File: src/rtl/output_forward_if.sv
// Handshake/data bundle between the output neuron and its producers/consumer.
// Slave modport is the neuron side; master modport is the sequencer/testbench side.
// Pair stream is valid/ready; the result is held under final_valid_o/final_ready_i.
interface output_forward_if #(
   parameter int HID_W = 10,
   parameter int W_W   = 8,
   parameter int ACC_W = 23
);
   logic             start_i;
   logic             pair_valid_i;
   logic             pair_ready_o;
   logic [HID_W-1:0] hidden_val_i;
   logic [W_W-1:0]   w_i;
   logic [ACC_W-1:0] final_o;
   logic             final_valid_o;
   logic             final_ready_i;
   logic             busy_o;
   logic             f_end_o;

   modport slave (
      input  start_i, pair_valid_i, hidden_val_i, w_i, final_ready_i,
      output pair_ready_o, final_o, final_valid_o, busy_o, f_end_o
   );

   modport master (
      output start_i, pair_valid_i, hidden_val_i, w_i, final_ready_i,
      input  pair_ready_o, final_o, final_valid_o, busy_o, f_end_o
   );
endinterface

File: src/rtl/output_forward.sv
// Output neuron: accumulates N_HIDDEN (hidden, weight) products into one dot product.
// Latency: final_valid_o rises the edge after the last pair; N_HIDDEN+1 cycles minimum.
// Backpressure: pairs stall on pair_valid_i=0; result held in DONE until final_ready_i.
// Optional macro SAT_EN: saturate the accumulator at 2^ACC_W-1 instead of wrapping.
module output_forward #(
   parameter int N_HIDDEN = 2,
   parameter int HID_W    = 10,
   parameter int W_W      = 8,
   parameter int ACC_W    = 23
) (
   input  logic              clk_i,
   input  logic              rst_i,
   output_forward_if.slave   io_bus
);

   localparam int CNT_W  = (N_HIDDEN > 1) ? $clog2(N_HIDDEN) : 1;
   localparam int PROD_W = HID_W + W_W;
   localparam logic [CNT_W-1:0] LAST_CNT = CNT_W'(N_HIDDEN - 1);

   typedef enum logic [1:0] {
      IDLE  = 2'd0,
      ACCUM = 2'd1,
      DONE  = 2'd2
   } state_t;

   state_t           r_state;
   state_t           w_state_nxt;
   logic [ACC_W-1:0] r_acc;
   logic [ACC_W-1:0] w_acc_nxt;
   logic [CNT_W-1:0] r_cnt;
   logic [CNT_W-1:0] w_cnt_nxt;
   logic [PROD_W-1:0] w_prod;
   logic [ACC_W-1:0] w_acc_add;

   assign w_prod = io_bus.hidden_val_i * io_bus.w_i;

`ifdef SAT_EN
   // One extra bit catches the carry out; once at max, any further add carries again
   logic [ACC_W:0] w_sum;
   assign w_sum     = {1'b0, r_acc} + (ACC_W+1)'(w_prod);
   assign w_acc_add = w_sum[ACC_W] ? {ACC_W{1'b1}} : w_sum[ACC_W-1:0];
`else
   assign w_acc_add = r_acc + ACC_W'(w_prod);
`endif

   // The result is the accumulator itself: cleared on start, held after the handshake
   assign io_bus.final_o = r_acc;

   // State, accumulator and pair counter registers with synchronous reset
   always_ff @(posedge clk_i) begin
      if (!rst_i) begin
         r_state <= IDLE;
         r_acc   <= '0;
         r_cnt   <= '0;
      end else begin
         r_state <= w_state_nxt;
         r_acc   <= w_acc_nxt;
         r_cnt   <= w_cnt_nxt;
      end
   end

   // Next-state, datapath update and handshake outputs
   always_comb begin
      w_state_nxt          = r_state;
      w_acc_nxt            = r_acc;
      w_cnt_nxt            = r_cnt;
      io_bus.pair_ready_o  = 1'b0;
      io_bus.final_valid_o = 1'b0;
      io_bus.busy_o        = 1'b0;
      io_bus.f_end_o       = 1'b0;
      case (r_state)
         IDLE: begin
            if (io_bus.start_i) begin
               w_acc_nxt   = '0;
               w_cnt_nxt   = '0;
               w_state_nxt = ACCUM;
            end
         end
         ACCUM: begin
            io_bus.pair_ready_o = 1'b1;
            io_bus.busy_o       = 1'b1;
            if (io_bus.pair_valid_i) begin
               w_acc_nxt = w_acc_add;
               w_cnt_nxt = r_cnt + 1'b1;
               if (r_cnt == LAST_CNT) begin
                  w_state_nxt = DONE;
               end
            end
         end
         DONE: begin
            io_bus.final_valid_o = 1'b1;
            io_bus.busy_o        = 1'b1;
            // start_i is deliberately not looked at here: a new pass needs a fresh start in IDLE
            if (io_bus.final_ready_i) begin
               io_bus.f_end_o = 1'b1;
               w_state_nxt    = IDLE;
            end
         end
         default: begin
            w_state_nxt = IDLE;
         end
      endcase
   end

endmodule

File: src/flat_wrapper.sv
// flat-port wrapper written by rule: the top's interface ports become plain ports
module output_forward_flat 
#(
   parameter int N_HIDDEN = 2,
   parameter int HID_W    = 10,
   parameter int W_W      = 8,
   parameter int ACC_W    = 23
)
  (clk_i, rst_i, io_bus_start_i, io_bus_pair_valid_i, io_bus_hidden_val_i, io_bus_w_i, io_bus_final_ready_i, io_bus_pair_ready_o, io_bus_final_o, io_bus_final_valid_o, io_bus_busy_o, io_bus_f_end_o);
  output_forward_if #(.HID_W(HID_W), .W_W(W_W), .ACC_W(ACC_W)) io_bus_i ();
  input  logic clk_i;
  input  logic rst_i;
  input wire logic [$bits(io_bus_i.start_i)-1:0] io_bus_start_i;
  input wire logic [$bits(io_bus_i.pair_valid_i)-1:0] io_bus_pair_valid_i;
  input wire logic [$bits(io_bus_i.hidden_val_i)-1:0] io_bus_hidden_val_i;
  input wire logic [$bits(io_bus_i.w_i)-1:0] io_bus_w_i;
  input wire logic [$bits(io_bus_i.final_ready_i)-1:0] io_bus_final_ready_i;
  output wire logic [$bits(io_bus_i.pair_ready_o)-1:0] io_bus_pair_ready_o;
  output wire logic [$bits(io_bus_i.final_o)-1:0] io_bus_final_o;
  output wire logic [$bits(io_bus_i.final_valid_o)-1:0] io_bus_final_valid_o;
  output wire logic [$bits(io_bus_i.busy_o)-1:0] io_bus_busy_o;
  output wire logic [$bits(io_bus_i.f_end_o)-1:0] io_bus_f_end_o;
  assign io_bus_i.start_i = io_bus_start_i;
  assign io_bus_i.pair_valid_i = io_bus_pair_valid_i;
  assign io_bus_i.hidden_val_i = io_bus_hidden_val_i;
  assign io_bus_i.w_i = io_bus_w_i;
  assign io_bus_i.final_ready_i = io_bus_final_ready_i;
  assign io_bus_pair_ready_o = io_bus_i.pair_ready_o;
  assign io_bus_final_o = io_bus_i.final_o;
  assign io_bus_final_valid_o = io_bus_i.final_valid_o;
  assign io_bus_busy_o = io_bus_i.busy_o;
  assign io_bus_f_end_o = io_bus_i.f_end_o;
  output_forward #(.N_HIDDEN(N_HIDDEN), .HID_W(HID_W), .W_W(W_W), .ACC_W(ACC_W)) u_core (.clk_i(clk_i), .rst_i(rst_i), .io_bus(io_bus_i));
endmodule
File: config.mk
export PLATFORM = sky130hd
export DESIGN_NAME = output_forward_flat
export DESIGN_NICKNAME = d
export VERILOG_FILES = /design/src/rtl/output_forward_if.sv /design/src/rtl/output_forward.sv /design/src/flat_wrapper.sv
export SDC_FILE = /design/constraint.sdc
export NUM_CORES = 1
export LEC_CHECK = 0
export ABC_AREA = 1
export ABC_CLOCK_PERIOD_IN_PS = 11500
export CAP_MARGIN = 15
export CORE_UTILIZATION = 55
export CTS_BUF_LIST = sky130_fd_sc_hd__clkbuf_16
export DETAILED_ROUTE_END_ITERATION = 12
export GPL_TIMING_DRIVEN = 0
export PLACE_DENSITY = 0.87
export SLEW_MARGIN = 10
export SYNTH_ARGS = -nofsm -noshare
export SYNTH_HDL_FRONTEND = slang
export SYNTH_SLANG_ARGS = --single-unit
File: constraint.sdc
create_clock -name clk_i -period 11.5 [get_ports clk_i]
set_input_delay 2.3 -clock clk_i [delete_from_list [all_inputs] [get_ports clk_i]]
set_output_delay 2.3 -clock clk_i [all_outputs]
set_load 0.02 [all_outputs]
==> impl_metrics.ini <==
[finish]
fin_nets = 883
most-common-layout-cells = nand2_1, inv_1, fa_1
drive_gt1_share_pct = 2.003
fill_cells = 773
layout_commonest_cell = nand2_1
antenna_cells = 0
multi_input_area_um2 = 3272
regArea_um2 = 520.5
instances_no_fill = 854
syn2layout_area_growth_pct = 11.60

[critical_path]
crit_top_cell = nand2_1
crit_path_start_kind = input port
cp_data_arrival_time_ps = 6470
path_max_fanout = 10
reg2reg_from = u_core.io_bus.final_o[6]
critPathTopFamily = adder cells
cp.depth = 19
r2r_cells = 15
r2r_slack_ps = 7350
cp_slowest_cell = fa_1
cp_cell_sequence = clkbuf_1 > nand2_1 > fa_1 > fa_1 > inv_1 > fa_1 > inv_1 > fa_1 > inv_1 > ha_1 > nand2_1 > nand2_1 > inv_1 > nand3_1 > nand2_1 > nand2_1 > nand2_1 > nand3_1 > a21oi_1
crit_path_end_kind = register
crit_buf_inv = 5
slowest_delay_ps = 560
r2r_end = u_core.io_bus.final_o[11]
critical_path_required_ps = 11690
path_class = input port to register

[die]
initial_core_util_pct = 57.06
die_w_um = 94.56
dieHeight_um = 94.56
num_rows = 33
dieArea_um2 = 8942
core-area_um2 = 8258
io_pins = 50

[status]
status = finished clean

[clock_tree]
tritoncts = done
cts_resized = 0
root_buffer = clkbuf_16
cts_hold_buffers = 0
clkLatencyLatePin_ps = 270
cts_setup_buffers = 0
cts-buffers-inserted = 3
h-tree-depth = 1
cts_buffer_depth = 2
cts.sinks = 26
cts.reportedPaths.clkPinSlew_ps = 70

[timing]
layout_setup_ws_ps = 5224
min_period_over_period_pct = 54.57
worst_pin_slew_ps = 535.4
slew_headroom_pct = 64.30
fin_skew_ps = 3.423
fmax_mhz = 159.3
setup_viol = 0
rsz0062_at_grt = no
setup_tns_ps = 0
post-route-min-period_ps = 6276
slew_violations = 0
hold_violations = 0

[grt]
grt_pass1_wl_mm = 19.01
top_usage_layer = met2
grt.total_usage_pct = 26.90
overflow = 0
antenna_found_initial = 0
gr-usage-met3_pct = 1.771
grt_pass1_vias = 4319
met2_usage_pct = 50.12
grt_max_degree = 16
met1_usage_pct = 33.64

[power]
vdd_ir_drop_max_mv = 0.1332
power_density_nw_per_um2 = 271.3
p_leak_nw = 3.137

[synth]
synthCells = 714
synthesis.nets = 847
syn-cell-area_um2 = 4712
synth.distinct_cells = 23
yosys_warnings = 0
ys_ff_latch = 26
ys_seq_area_share_pct = 11.05
syn_area_per_cell_um2 = 6.599

[detailed_routing]
first_iter_violations = 233
via_per_inst = 5.037
drc = 0
routed_wl_mm = 11.05
post_drt_wl_per_cell_um = 12.93
drtPass1Iterations = 5
vias = 4302
ant_nets = 0

[place]
dp_cells = 850
port_buffers = 31
place_ws_ps = 4983
hpwl_mm = 9.388
place_congestion = 0.9055

[hold_path]
hold_depth = 1
hold_start = u_core.r_cnt
hold_path_class = register to register
hold_end = u_core.r_cnt

[job]
drv_cap = 0
power breakdown:
group	total (W)	switching (W)	internal (W)
logic	0.00119	0.000767	0.000419
clock network	0.000104	0.0000349	0.0000694
registers	0.000137	0.0000216	0.000116
metal layers:
layer / wire length (um) / part of all wire, % / vias to the layer above
li1: - / - / 2128
met1: 4571 / 41 / 2029
met2: 5826 / 53 / 128
met3: 504 / 4.6 / 17
met4: 144 / 1.3 / 0
met5: 0 / 0 / -
how the worst max path moves through the flow:
stage | end | from | slack [ps]
finish | u_core.io_bus.final_o[16] | io_bus_w_i[7] | 5220
global route | u_core.io_bus.final_o[16] | io_bus_w_i[7] | 4940
CTS | u_core.io_bus.final_o[16] | io_bus_w_i[7] | 5240
detailed placement | u_core.io_bus.final_o[11] | io_bus_w_i[4] | 4980
global placement | u_core.io_bus.final_o[16] | io_bus_w_i[7] | 5050
floorplan | u_core.io_bus.final_o[11] | io_bus_w_i[1] | 5420
final cells by class:
class	count	share of cell area, %
Buffer	22	1.856
Inverter	219	15.63
Sequential cell	26	9.898
Tap cell	105	2.498
Multi-Input combinational cell	447	62.22
Clock buffer	3	1.428
Clock inverter	1	0.5710
Timing Repair Buffer	31	5.901
registers in the layout (all words and copies together) (netlist names):
name,flops
u_core.io_bus.final_o,23
u_core.r_cnt,1
u_core.r_state,2
metrics by stage:
step / hold slack, ps / cell area [um2] / total power [W] / utilization [%]
2_1_floorplan: 422.1 / 4712 / 0.001008 / -
3_3_place_gp: 444.7 / 5154 / 0.001268 / 62.41
3_5_place_dp: 458.2 / 5154 / 0.001303 / 62.41
4_1_cts: 468.5 / 5259 / 0.001418 / 63.68
5_1_grt: 499.3 / 5259 / 0.001607 / 63.68
6_report: 465.8 / 5259 / 0.001427 / 63.68
kinds of logic after synthesis:
group | after synthesis | synth area share, %
buffers and inverters | 241 | 19.52
AND/OR/NAND/NOR | 279 | 23.50
adder cells (fa/ha/maj) | 110 | 39.41
AO/OA/AOI/OAI | 58 | 6.532
flip-flops | 26 | 11.05
synthesized netlist by cell type:
master	instances	area, um2
buf_4	2	15.01
inv_1	215	807.0
o21a_1	1	7.510
o221ai_1	1	8.760
clkinv_1	1	3.750
o21ai_2	3	26.28
buf_1	2	7.510
nand3b_1	1	7.510
or2_2	2	12.51
dfxtp_1	26	520.5
o21ai_0	12	60.06
fa_1	64	1281
nand3_1	26	130.1
clkbuf_1	17	63.81
nand4_1	4	25.02
ha_1	46	575.6
nor2_1	24	90.09
and2_1	2	12.51
a21oi_1	41	205.2
nor3_1	3	15.01
inv_2	3	11.26
nand2_1	217	814.5
buf_6	1	11.26
Power figures use the tool's default switching activity.
